[src/rtl/tl_rx_cpl_tag_tracker_if.sv]
// Bundle of request-issue, completion-receive and error-report signals for the
// completion tag tracker; the tracker connects through the slave modport.
interface tl_rx_cpl_tag_tracker_if #(
  parameter int REQUESTER_ID_WIDTH = 16,
  parameter int TAG_WIDTH          = 10,
  parameter int NUM_TAGS           = 32
);
  logic [REQUESTER_ID_WIDTH-1:0]    cfg_req_id;
  logic                             uc_en;
  logic                             tx_np_valid;
  logic [TAG_WIDTH-1:0]             tx_np_tag;
  logic                             rx_cpl_valid;
  logic [2:0]                       rx_typ;
  logic [REQUESTER_ID_WIDTH-1:0]    rx_req_id;
  logic [TAG_WIDTH-1:0]             rx_req_tag;
  logic                             rx_cpl_last;
  logic                             uc_error;
  logic [TAG_WIDTH-1:0]             uc_error_tag;
  logic                             tx_alloc_err;
  logic [$clog2(NUM_TAGS+1)-1:0]    outstanding_cnt;
  logic                             cto_error;
  logic [TAG_WIDTH-1:0]             cto_tag;

  modport master (
    output cfg_req_id, uc_en, tx_np_valid, tx_np_tag, rx_cpl_valid, rx_typ,
           rx_req_id, rx_req_tag, rx_cpl_last,
    input  uc_error, uc_error_tag, tx_alloc_err, outstanding_cnt, cto_error, cto_tag
  );

  modport slave (
    input  cfg_req_id, uc_en, tx_np_valid, tx_np_tag, rx_cpl_valid, rx_typ,
           rx_req_id, rx_req_tag, rx_cpl_last,
    output uc_error, uc_error_tag, tx_alloc_err, outstanding_cnt, cto_error, cto_tag
  );
endinterface

[src/rtl/tl_rx_cpl_tag_tracker.sv]
// Non-posted tag busy tracking with unexpected-completion detection.
// Optional completion timeout per tag when TL_RX_CPL_TIMEOUT_EN is defined.
module tl_rx_cpl_tag_tracker #(
  parameter int REQUESTER_ID_WIDTH = 16,
  parameter int TAG_WIDTH          = 10,
  parameter int NUM_TAGS           = 32,
  parameter int TIMEOUT_CYCLES     = 1024
) (
  input logic                    clk,
  input logic                    rst,
  tl_rx_cpl_tag_tracker_if.slave bus
);
  localparam int         CNT_W   = $clog2(NUM_TAGS + 1);
  localparam logic [2:0] TYP_CPL = 3'b010;

  logic [NUM_TAGS-1:0]  busy_q, busy_d;
  logic                 uc_error_q, uc_error_d;
  logic [TAG_WIDTH-1:0] uc_error_tag_q, uc_error_tag_d;
  logic                 tx_alloc_err_q, tx_alloc_err_d;
  logic [NUM_TAGS-1:0]  alloc_oh, cpl_oh, alloc_set, cpl_clr, expired, to_oh;
  logic                 alloc_ok, cpl_qual, cpl_exp;

  function automatic logic [CNT_W-1:0] popcount(input logic [NUM_TAGS-1:0] v);
    logic [CNT_W-1:0] c;
    c = '0;
    for (int i = 0; i < NUM_TAGS; i++) c = c + CNT_W'(v[i]);
    return c;
  endfunction

  function automatic logic [TAG_WIDTH-1:0] encode(input logic [NUM_TAGS-1:0] oh);
    logic [TAG_WIDTH-1:0] t;
    t = '0;
    for (int i = 0; i < NUM_TAGS; i++) if (oh[i]) t = TAG_WIDTH'(i);
    return t;
  endfunction

  // Out-of-range tags decode to an all-zero one-hot, so range checks fall out of the OR.
  always_comb begin
    alloc_oh = '0;
    cpl_oh   = '0;
    for (int i = 0; i < NUM_TAGS; i++) begin
      alloc_oh[i] = (bus.tx_np_tag == TAG_WIDTH'(i));
      cpl_oh[i]   = (bus.rx_req_tag == TAG_WIDTH'(i));
    end
  end

  always_comb begin
    alloc_ok       = bus.tx_np_valid && (|(alloc_oh & ~busy_q));
    alloc_set      = alloc_ok ? alloc_oh : '0;
    tx_alloc_err_d = bus.tx_np_valid && !alloc_ok;
    cpl_qual       = bus.rx_cpl_valid && (bus.rx_typ == TYP_CPL);
    cpl_exp        = cpl_qual && (bus.rx_req_id == bus.cfg_req_id) &&
                     (|(cpl_oh & busy_q & ~expired));
    cpl_clr        = (cpl_exp && bus.rx_cpl_last) ? cpl_oh : '0;
    uc_error_d     = cpl_qual && !cpl_exp && bus.uc_en;
    uc_error_tag_d = uc_error_d ? bus.rx_req_tag : uc_error_tag_q;
    // Isolate the lowest expired tag for release this cycle.
    to_oh          = expired & (~expired + NUM_TAGS'(1));
    busy_d         = (busy_q | alloc_set) & ~cpl_clr & ~to_oh;
  end

  always_ff @(posedge clk) begin
    if (rst) begin
      busy_q         <= '0;
      uc_error_q     <= 1'b0;
      uc_error_tag_q <= '0;
      tx_alloc_err_q <= 1'b0;
    end else begin
      busy_q         <= busy_d;
      uc_error_q     <= uc_error_d;
      uc_error_tag_q <= uc_error_tag_d;
      tx_alloc_err_q <= tx_alloc_err_d;
    end
  end

  assign bus.uc_error        = uc_error_q;
  assign bus.uc_error_tag    = uc_error_tag_q;
  assign bus.tx_alloc_err    = tx_alloc_err_q;
  assign bus.outstanding_cnt = popcount(busy_q);

`ifdef TL_RX_CPL_TIMEOUT_EN
  localparam int AGE_W = $clog2(TIMEOUT_CYCLES + 1);

  logic [AGE_W-1:0]     age_q [NUM_TAGS];
  logic [AGE_W-1:0]     age_d [NUM_TAGS];
  logic                 cto_error_q, cto_error_d;
  logic [TAG_WIDTH-1:0] cto_tag_q, cto_tag_d;

  // Age saturates at TIMEOUT_CYCLES; released tags keep a stale age until reallocated.
  always_comb begin
    for (int i = 0; i < NUM_TAGS; i++) begin
      age_d[i]   = age_q[i];
      expired[i] = busy_q[i] && (age_q[i] == AGE_W'(TIMEOUT_CYCLES));
      if (alloc_set[i])
        age_d[i] = '0;
      else if (busy_q[i] && (age_q[i] != AGE_W'(TIMEOUT_CYCLES)))
        age_d[i] = age_q[i] + AGE_W'(1);
    end
    cto_error_d = |expired;
    cto_tag_d   = cto_error_d ? encode(to_oh) : cto_tag_q;
  end

  always_ff @(posedge clk) begin
    if (rst) begin
      for (int i = 0; i < NUM_TAGS; i++) age_q[i] <= '0;
      cto_error_q <= 1'b0;
      cto_tag_q   <= '0;
    end else begin
      for (int i = 0; i < NUM_TAGS; i++) age_q[i] <= age_d[i];
      cto_error_q <= cto_error_d;
      cto_tag_q   <= cto_tag_d;
    end
  end

  assign bus.cto_error = cto_error_q;
  assign bus.cto_tag   = cto_tag_q;
`else
  logic unused_timeout_cfg;

  assign expired            = '0;
  assign unused_timeout_cfg = ^TIMEOUT_CYCLES;
  assign bus.cto_error      = 1'b0;
  assign bus.cto_tag        = '0;
`endif
endmodule

[src/flat_wrapper.sv]
// flat-port wrapper written by rule: the top's interface ports become plain ports
module tl_rx_cpl_tag_tracker_flat 
#(
  parameter int REQUESTER_ID_WIDTH = 16,
  parameter int TAG_WIDTH          = 10,
  parameter int NUM_TAGS           = 32,
  parameter int TIMEOUT_CYCLES     = 1024
)
  (clk, rst, bus_cfg_req_id, bus_uc_en, bus_tx_np_valid, bus_tx_np_tag, bus_rx_cpl_valid, bus_rx_typ, bus_rx_req_id, bus_rx_req_tag, bus_rx_cpl_last, bus_uc_error, bus_uc_error_tag, bus_tx_alloc_err, bus_outstanding_cnt, bus_cto_error, bus_cto_tag);
  tl_rx_cpl_tag_tracker_if #(.REQUESTER_ID_WIDTH(REQUESTER_ID_WIDTH), .TAG_WIDTH(TAG_WIDTH), .NUM_TAGS(NUM_TAGS)) bus_i ();
  input logic clk;
  input logic rst;
  input wire logic [$bits(bus_i.cfg_req_id)-1:0] bus_cfg_req_id;
  input wire logic [$bits(bus_i.uc_en)-1:0] bus_uc_en;
  input wire logic [$bits(bus_i.tx_np_valid)-1:0] bus_tx_np_valid;
  input wire logic [$bits(bus_i.tx_np_tag)-1:0] bus_tx_np_tag;
  input wire logic [$bits(bus_i.rx_cpl_valid)-1:0] bus_rx_cpl_valid;
  input wire logic [$bits(bus_i.rx_typ)-1:0] bus_rx_typ;
  input wire logic [$bits(bus_i.rx_req_id)-1:0] bus_rx_req_id;
  input wire logic [$bits(bus_i.rx_req_tag)-1:0] bus_rx_req_tag;
  input wire logic [$bits(bus_i.rx_cpl_last)-1:0] bus_rx_cpl_last;
  output wire logic [$bits(bus_i.uc_error)-1:0] bus_uc_error;
  output wire logic [$bits(bus_i.uc_error_tag)-1:0] bus_uc_error_tag;
  output wire logic [$bits(bus_i.tx_alloc_err)-1:0] bus_tx_alloc_err;
  output wire logic [$bits(bus_i.outstanding_cnt)-1:0] bus_outstanding_cnt;
  output wire logic [$bits(bus_i.cto_error)-1:0] bus_cto_error;
  output wire logic [$bits(bus_i.cto_tag)-1:0] bus_cto_tag;
  assign bus_i.cfg_req_id = bus_cfg_req_id;
  assign bus_i.uc_en = bus_uc_en;
  assign bus_i.tx_np_valid = bus_tx_np_valid;
  assign bus_i.tx_np_tag = bus_tx_np_tag;
  assign bus_i.rx_cpl_valid = bus_rx_cpl_valid;
  assign bus_i.rx_typ = bus_rx_typ;
  assign bus_i.rx_req_id = bus_rx_req_id;
  assign bus_i.rx_req_tag = bus_rx_req_tag;
  assign bus_i.rx_cpl_last = bus_rx_cpl_last;
  assign bus_uc_error = bus_i.uc_error;
  assign bus_uc_error_tag = bus_i.uc_error_tag;
  assign bus_tx_alloc_err = bus_i.tx_alloc_err;
  assign bus_outstanding_cnt = bus_i.outstanding_cnt;
  assign bus_cto_error = bus_i.cto_error;
  assign bus_cto_tag = bus_i.cto_tag;
  tl_rx_cpl_tag_tracker #(.REQUESTER_ID_WIDTH(REQUESTER_ID_WIDTH), .TAG_WIDTH(TAG_WIDTH), .NUM_TAGS(NUM_TAGS), .TIMEOUT_CYCLES(TIMEOUT_CYCLES)) u_core (.clk(clk), .rst(rst), .bus(bus_i));
endmodule
[config.mk]
export PLATFORM = sky130hd
export DESIGN_NAME = tl_rx_cpl_tag_tracker_flat
export DESIGN_NICKNAME = d
export VERILOG_FILES = /design/src/rtl/tl_rx_cpl_tag_tracker_if.sv /design/src/rtl/tl_rx_cpl_tag_tracker.sv /design/src/flat_wrapper.sv
export SDC_FILE = /design/constraint.sdc
export NUM_CORES = 1
export LEC_CHECK = 0
export CORE_ASPECT_RATIO = 1.75
export CORE_MARGIN = 5
export CORE_UTILIZATION = 52
export CTS_CLUSTER_SIZE = 16
export DETAILED_ROUTE_END_ITERATION = 7
export PLACE_DENSITY_LB_ADDON = 0.1
export RECOVER_POWER = 25
export SYNTH_ARGS = -nofsm -noshare
export SYNTH_HDL_FRONTEND = slang
export SYNTH_SLANG_ARGS = --single-unit
[constraint.sdc]
create_clock -name clk -period 6.7 [get_ports clk]
set_clock_uncertainty 0.15 [all_clocks]
set_input_delay 1.34 -clock clk [delete_from_list [all_inputs] [get_ports clk]]
set_output_delay 1.34 -clock clk [all_outputs]
set_load 0.1 [all_outputs]
==> Yosys cells after proc, flatten, opt, wreduce, memory -nomap -nowiden <==
Cells that the tools add are included.
Widths: inputs -> output; s select.
{ "classes": {"n_reduce_logical": 14, "bitwise_logic": 6, "eq_ne": 64, "add_sub_neg": 31, "n_mux": 2} }
{ "op_table": {"columns": ["cell", "count"], "rows": [
  ["$eq 10x5->1 const B", 32],
  ["$add 6x1->6", 30],
  ["$eq 10x4->1 const B", 16],
  ["$and 32x32->32", 3],
  ["$eq 10x3->1 const B", 8],
  ["$mux 32", 2],
  ["$not 32->32", 2],
  ["$reduce_or 32->1", 2],
  ["$eq 10x2->1 const B", 4],
  ["$or 32x32->32", 1],
  ["$eq 10x1->1 const B", 2],
  ["$logic_not 10->1", 2],
  ["$eq 16x16->1", 1],
  ["$logic_and 1x1->1", 8],
  ["$eq 3x2->1 const B", 1],
  ["$add 1x1->2", 1],
  ["$logic_not 1->1", 2]
]} }
{ "totals": {"regBits": 44, "word_cells": 121, "inputBits": 61, "out_inout_bits": 29} }

==> Logic depth before layout (Yosys ltp) <==
Gate-level depths: netlist of run 1.
{ "logic_depth": {"ltp_word": 31, "mapped_depth": 16, "mapped_depth_nobuf": 16} }

==> Worst setup path before layout of run 1 <==
Ideal clock, no wire load.
{ "synth_path": {"kind": "flip-flop to output port", "startpoint": "register u_core.busy_q[0]", "endpoint": "output port bus_outstanding_cnt[4]", "path_buffers": 0, "path_slack_ps": -650, "arrival_time_ps": 5860, "stages_incl_launch_ff": 17, "required_time_ps": 5210, "cell_sequence": "dfxtp_1 ha_1 inv_1 fa_1 inv_1 fa_1 fa_1 fa_1 fa_1 inv_1 fa_1 fa_1 inv_1 fa_1 a21o_1 a21oi_1 xnor2_1"} }
{ "synth_between": {"elab_chain_len": 31} }
{ "synth_rtl": {"columns": ["element", "line_no", "rtl"], "rows": [
  ["start, declared", "tl_rx_cpl_tag_tracker.sv:16", "logic [NUM_TAGS-1:0] busy_q, busy_d;"],
  ["start signal, assigned", "tl_rx_cpl_tag_tracker.sv:69", "busy_q <= busy_d;"],
  ["$add 1x1->2", "tl_rx_cpl_tag_tracker.sv:26", "for (int i = 0; i < NUM_TAGS; i++) c = c + CNT_W'(v[i]);"],
  ["$add 6x1->6 (30 in series)", "tl_rx_cpl_tag_tracker.sv:26", null],
  ["end, declared", "flat_wrapper.sv:25", "output wire logic [$bits(bus_i.outstanding_cnt)-1:0] bus_outstanding_cnt;"]
]} }
Every way passes these cells.

==> Worst setup path after layout of run 1 <==
{ "layout_path": {"startpoint": "register u_core.busy_q[1]", "endpoint": "output port bus_outstanding_cnt[4]"} }
The elaborated chain is that of the path after synthesis.

==> impl_metrics.toml, run 1 <==
[hold_path]
min_path_type = "reg2reg"

[global_route]
grt_pass1_vias = 4238
grt_usage = 0.274
grt_pass1_wl_um = 21400
grt_overflow = 0
antenna_found_initial = 0
grt_max_degree = 33

[drt]
viasPerCell = 6.50
num_vias = 4255
ant_nets = 0
drtIter0Drc = 361
drc_errors = 0
wl_per_cell_um = 20.9
wl_um = 13700
drt_pass1_iterations = 5

[synth]
synth_most_common_cell = "dfxtp_1"
yosysTopAreaCellShare = 0.208
async_flop_share = 0
postSynthCellCount = 506
synth_area_um2 = 4230
ys_seq_area_frac = 0.208
ys_types = 73
syn_avg_cell_area_um2 = 8.37
ys_top_cells_by_count = "dfxtp_1 (44), inv_1 (43), nor3_1 (35)"
ys_ff_latch = 44
synth_edf_count = 0
synthFlopType = "dfxtp_1"
synth_area_leaders = "dfxtp_1 (21%), fa_1 (11%), nor3_1 (4.1%)"
yosysWarnings = 0
synth_top_area_cell = "dfxtp_1"

[timing]
finalWorstSetupSlack_ps = -10.4
slew_violations = 0
whs_ps = 363
setup_viol = 1
fin_crit_sh = 1.00
worst_pin_slew_ps = 998
slew_headroom = 0.333
fin_crit_ps = 6710
hold_viol = 0
fmax_ghz = 0.149
rsz0062_at_grt = "true"

[clocking]
numCtsBuffers = 5
clkTransAtPathRegs_ps = 70
htreeDepth = 2
cts_sinks = 44
cts_root_buffer = "clkbuf_16"
cts.hold.buffers_added = 0
clk_latency_ps = 300
clockBufferDepth = 2
cts_tree = "yes"

[run_status]
violations = "negative setup slack"
status = "finished with violations"

[flow_run]
maxCapViolCount = 0

[layout]
insertedDiodeCount = 0
final_layout_size_suffix_gt1_frac = 0.0973
area_growth_pct = 23.8
nets = 657
finalInstanceArea_um2 = 5240

[floorplan]
coreArea_um2 = 7960
fp.dieW_um = 78.2
die_area_um2 = 10100
design.portCount = 90
fp.dieH_um = 129
initial_utilization = 0.532
std_cell_rows = 43

[place]
place_area_um2 = 5030
gp_congestion = 0.980
place_ws_ps = 108
io_buffers = 78
dp_hpwl_um = 10200

[critical_path]
critPathArrivalTime_ps = 5220
cp-start-kind = "flop"
crit_type = "reg2out"
cp_max_fo = 2
required_ps = 5210
end_kind = "primary output"

[pwr]
p_per_area_nw_per_um2 = 137
vdd_drop_max_uv = 94.3
power_leakage_uw = 0.00201
==> kinds of logic (layout without fill, tap and decap cells) <==
logic type | count (synthesis) | after routing | synth area share
compound gates | 126 | 126 | 0.220
buf+inv | 90 | 139 | 0.102
simple gates | 178 | 178 | 0.247
xor+xnor | 19 | 19 | 0.0393
mux | 16 | 16 | 0.0455
flops | 44 | 44 | 0.208
other cells | 1 | 11 | 0.000886
fa+ha+maj | 32 | 32 | 0.137
==> routing by layer <==
layer | part of all wire | GRT usage
met1 | 0.34 | 0.294
met2 | 0.49 | 0.468
met3 | 0.078 | 0.0431
met4 | 0.092 | 0.230
met5 | 0 | 0
==> placed cells by master (no fill, tap or decap), types with 5 or more instances in the layout <==
| cell type | Yosys | routed |
|---|---|---|
| dlygate4sd3_1 | 0 | 14 |
| xor2_1 | 13 | 12 |
| nand3_1 | 5 | 5 |
| nand2_1 | 21 | 21 |
| buf_4 | 13 | 10 |
| conb_1 | 1 | 11 |
| a2bb2oi_1 | 5 | 5 |
| fa_1 | 24 | 22 |
| o21a_1 | 8 | 8 |
| nor2_1 | 26 | 26 |
| a211oi_1 | 22 | 22 |
| nor3_1 | 35 | 35 |
| o21ai_0 | 11 | 11 |
| xnor2_1 | 6 | 5 |
| a311o_1 | 6 | 6 |
| dfxtp_1 | 44 | 42 |
| inv_1 | 43 | 41 |
| mux2i_1 | 8 | 8 |
| a21oi_1 | 32 | 31 |
| clkbuf_16 | 0 | 5 |
| nor2b_1 | 23 | 22 |
| clkdlybuf4s50_1 | 0 | 58 |
| nand2b_1 | 5 | 5 |
| and2_1 | 6 | 6 |
| ha_1 | 8 | 7 |
| mux2_2 | 5 | 5 |
| and3_1 | 13 | 13 |
| nor4b_1 | 5 | 5 |
| buf_12 | 0 | 6 |
| nor3b_1 | 10 | 10 |
==> repair_timing <==
item | CTS | global route
cloned | 0 | 0
pin swaps | 9 | 8
setup buffers | 2 | 0
gates resized for setup | 6 | 2
endpoints found under the setup margin | 2 | 5
==> power by group <==
group	internal [uW]	total (uW)	switching (uW)
Clock	178	296	119
Combinational	57.0	157	100
Sequential	263	263	0.675
==> critical path: stages (launching register included) <==
cell	delay, ps
dfxtp_2	340
ha_4	260
inv_2	30
fa_1	480
inv_1	50
fa_1	480
fa_1	520
fa_1	440
fa_1	500
inv_1	50
fa_1	510
fa_2	200
inv_2	40
fa_2	330
a21o_1	170
a21oi_2	170
xnor2_2	150
buf_12	200
==> worst paths after layout <==
kind | start | end | slack, ps | cells after the start
worst min register to register | u_core.bus.uc_error_tag[2] | u_core.bus.uc_error_tag[2] | 360 | 2
worst max register to register | u_core.busy_q[8] | u_core.busy_q[1] | 3780 | 7
worst min-delay path | u_core.bus.uc_error_tag[2] | u_core.bus.uc_error_tag[2] | 360 | 2
worst max-delay path | u_core.busy_q[1] | bus_outstanding_cnt[4] | -10 | 17
==> metrics by stage <==
stage | instances | util | TNS [ps] | power, uW
after floorplan | 516 | - | -438 | 373
after global placement | 645 | 0.632 | 0 | 424
after detailed placement | 645 | 0.632 | 0 | 425
after CTS | 655 | 0.657 | -191 | 717
after global routing | 655 | 0.658 | -131 | 736
final | 655 | 0.658 | -10.4 | 717
==> sequential cells by signal, indices dropped and copies added, names as in the netlist <==
signal and flops:
u_core.busy_q 32, u_core.bus.tx_alloc_err 1, u_core.bus.uc_error_tag 10, u_core.bus.uc_error 1
==> layout make-up <==
| cell class | instances | area (um2) |
|---|---|---|
| clock buffers | 5 | 125 |
| multi-input cells | 382 | 3000 |
| inverters | 43 | 161 |
| well taps | 90 | 113 |
| fillers | 677 | 2720 |
| clock inverters | 3 | 46.3 |
| flip-flops and latches | 44 | 883 |
| repair buffers | 88 | 916 |
No activity file was read; power rests on OpenSTA's default activity.
==> inputs of run 2 (changes only) <==
--- a/config.mk
+++ b/config.mk
@@ -6,8 +6,9 @@
 export NUM_CORES = 1
 export LEC_CHECK = 0
 export CORE_ASPECT_RATIO = 1.75
-export CORE_MARGIN = 5
+export CORE_MARGIN = 2
 export CORE_UTILIZATION = 52
+export CTS_CLUSTER_DIAMETER = 120
 export CTS_CLUSTER_SIZE = 16
 export DETAILED_ROUTE_END_ITERATION = 7
 export PLACE_DENSITY_LB_ADDON = 0.1
==> run 2 against run 1 <==
Compared with the run above: the flow now finishes without violations; sequential power about the same; core utilization up 0.19 points; non-clock buffer count down 2; via count down 1.6%; design area down 0.38%; clock power about the same; routed wire length down 3.2%; first-iteration DRC count up 15%; highest routed layer unchanged.
==> impl_metrics.toml, run 2 (synthesized netlist as in run 1, its figures left out) <==
[run_status]
status = "finished clean"

[timing]
fin_crit_ps = 6690
finalWorstSetupSlack_ps = 8.15
whs_ps = 355
rsz0062_at_grt = "true"
setup_viol = 0
setup_tns_ps = 0
fin_crit_sh = 0.999
fmax_ghz = 0.149
slew_violations = 0
hold_viol = 0
slew_headroom = 0.225
worst_pin_slew_ps = 1160

[critical_path]
path_cells = "ha_1, inv_1, fa_1, inv_1, fa_1, fa_1, fa_1, fa_1, inv_1, fa_1, fa_1, inv_1, fa_2, a21o_1, a21oi_2, xnor2_2, buf_12"
crit_top_cell = "fa_1"
crit_type = "reg2out"
cp_slowest_cell = "fa_1"
required_ps = 5210
cp-start-kind = "flop"
cp_max_fo = 5
crit_buf_inv = 5
critPathArrivalTime_ps = 5200
end_kind = "primary output"
cp_slowest_stage_delay_ps = 510
critPathTopFamily = "adder cells"

[layout]
largest_reg_flops = 32
nets = 655
seq_area_um2 = 882
layout_commonest_cell = "clkdlybuf4s50_1"
fill_cells = 705
multi_input_area_um2 = 2990
top_register = "u_core.busy_q"
layout_common_cells = "clkdlybuf4s50_1 (59), inv_1 (43), dfxtp_1 (43)"
area_growth_pct = 23.4
final_layout_size_suffix_gt1_frac = 0.0853
finalInstanceArea_um2 = 5220
insertedDiodeCount = 0

[clocking]
cts_sinks = 44
numCtsBuffers = 5
cts_root_buffer = "clkbuf_16"
clk_latency_ps = 300
clockBufferDepth = 2
clkTransAtPathRegs_ps = 70
htreeDepth = 2
cts_tree = "yes"
cts.hold.buffers_added = 0

[drt]
wl_per_cell_um = 20.3
num_vias = 4186
drt_pass1_iterations = 6
ant_nets = 0
drc_errors = 0
viasPerCell = 6.41
drtIter0Drc = 415
wl_um = 13300

[floorplan]
fp.dieH_um = 123
initial_utilization = 0.535
std_cell_rows = 43
design.portCount = 90
coreArea_um2 = 7910
fp.dieW_um = 72.2
die_area_um2 = 8910

[global_route]
grt_pass1_wl_um = 21100
grt_max_degree = 33
grt_overflow = 0
grt_usage = 0.314
grt_pass1_vias = 4026
antenna_found_initial = 0

[place]
place_ws_ps = 112
gp_congestion = 0.984
dp_hpwl_um = 10100
io_buffers = 78
place_area_um2 = 5020

[hold_path]
min_path_type = "reg2reg"

[flow_run]
maxCapViolCount = 0

[pwr]
vdd_drop_max_uv = 159
power_leakage_uw = 0.00200
p_per_area_nw_per_um2 = 137
-- run 2: changes by cell type in the layout (fill, tap and decap cells not counted), sizes merged --
cell and change:
buf -2, clkdlybuf4s50 +1, dlygate4sd3 -1
-- run 2: timing repair --
| item | in CTS | in global routing |
|---|---|---|
| pin swaps | 2 | 0 |
| buffers inserted | 1 | 0 |
| resized for setup | 3 | 1 |
| endpoints found under the setup margin | 1 | 3 |
-- run 2: final timing paths --
| check | slack [ps] | startpoint | cells after the start | to |
|---|---|---|---|---|
| worst min register to register | 350 | u_core.bus.uc_error_tag[3] | 2 | u_core.bus.uc_error_tag[3] |
| worst max register to register | 3700 | u_core.busy_q[20] | 7 | u_core.busy_q[1] |
| worst max-delay path | 8 | u_core.busy_q[0] | 17 | bus_outstanding_cnt[4] |
| worst min-delay path | 350 | u_core.bus.uc_error_tag[3] | 2 | u_core.bus.uc_error_tag[3] |
-- run 2: cell type report --
class | instances | share of cell area
sequential | 44 | 0.169
multi-input combinational | 382 | 0.573
inverter | 43 | 0.0309
clock buffer | 5 | 0.0240
tap | 90 | 0.0216
timing repair buffer | 86 | 0.173
clock inverter | 3 | 0.00887
-- run 2: per-layer routing --
metal	track usage	wire [um]	vias to the layer above
li1	-	-	1914
met1	0.356	4670	1979
met2	0.521	6710	227
met3	0.0416	735	66
met4	0.245	1130	0
met5	0	0	-
-- run 2: worst reg2reg max path: stages (launching register included) --
cell and delay [ps]:
dfxtp_1 370, buf_4 180, nor2b_1 120, a2111oi_0 400, o21ai_1 230, a211oi_4 1030, nor3_1 170, a211oi_1 270
-- run 2: power by group --
| part | internal [uW] | total (uW) | switching, uW |
|---|---|---|---|
| combinational | 57.5 | 157 | 99.9 |
| clock | 178 | 296 | 119 |
| sequential | 263 | 263 | 0.680 |
| total | 498 | 717 | 219 |
-- run 2: per-stage QoR --
stage	cells	power, uW	util
final	653	717	0.660
after global routing	653	739	0.660
after CTS	653	716	0.659
after detailed placement	644	425	0.635
after global placement	644	424	0.635
after floorplan	516	373	-
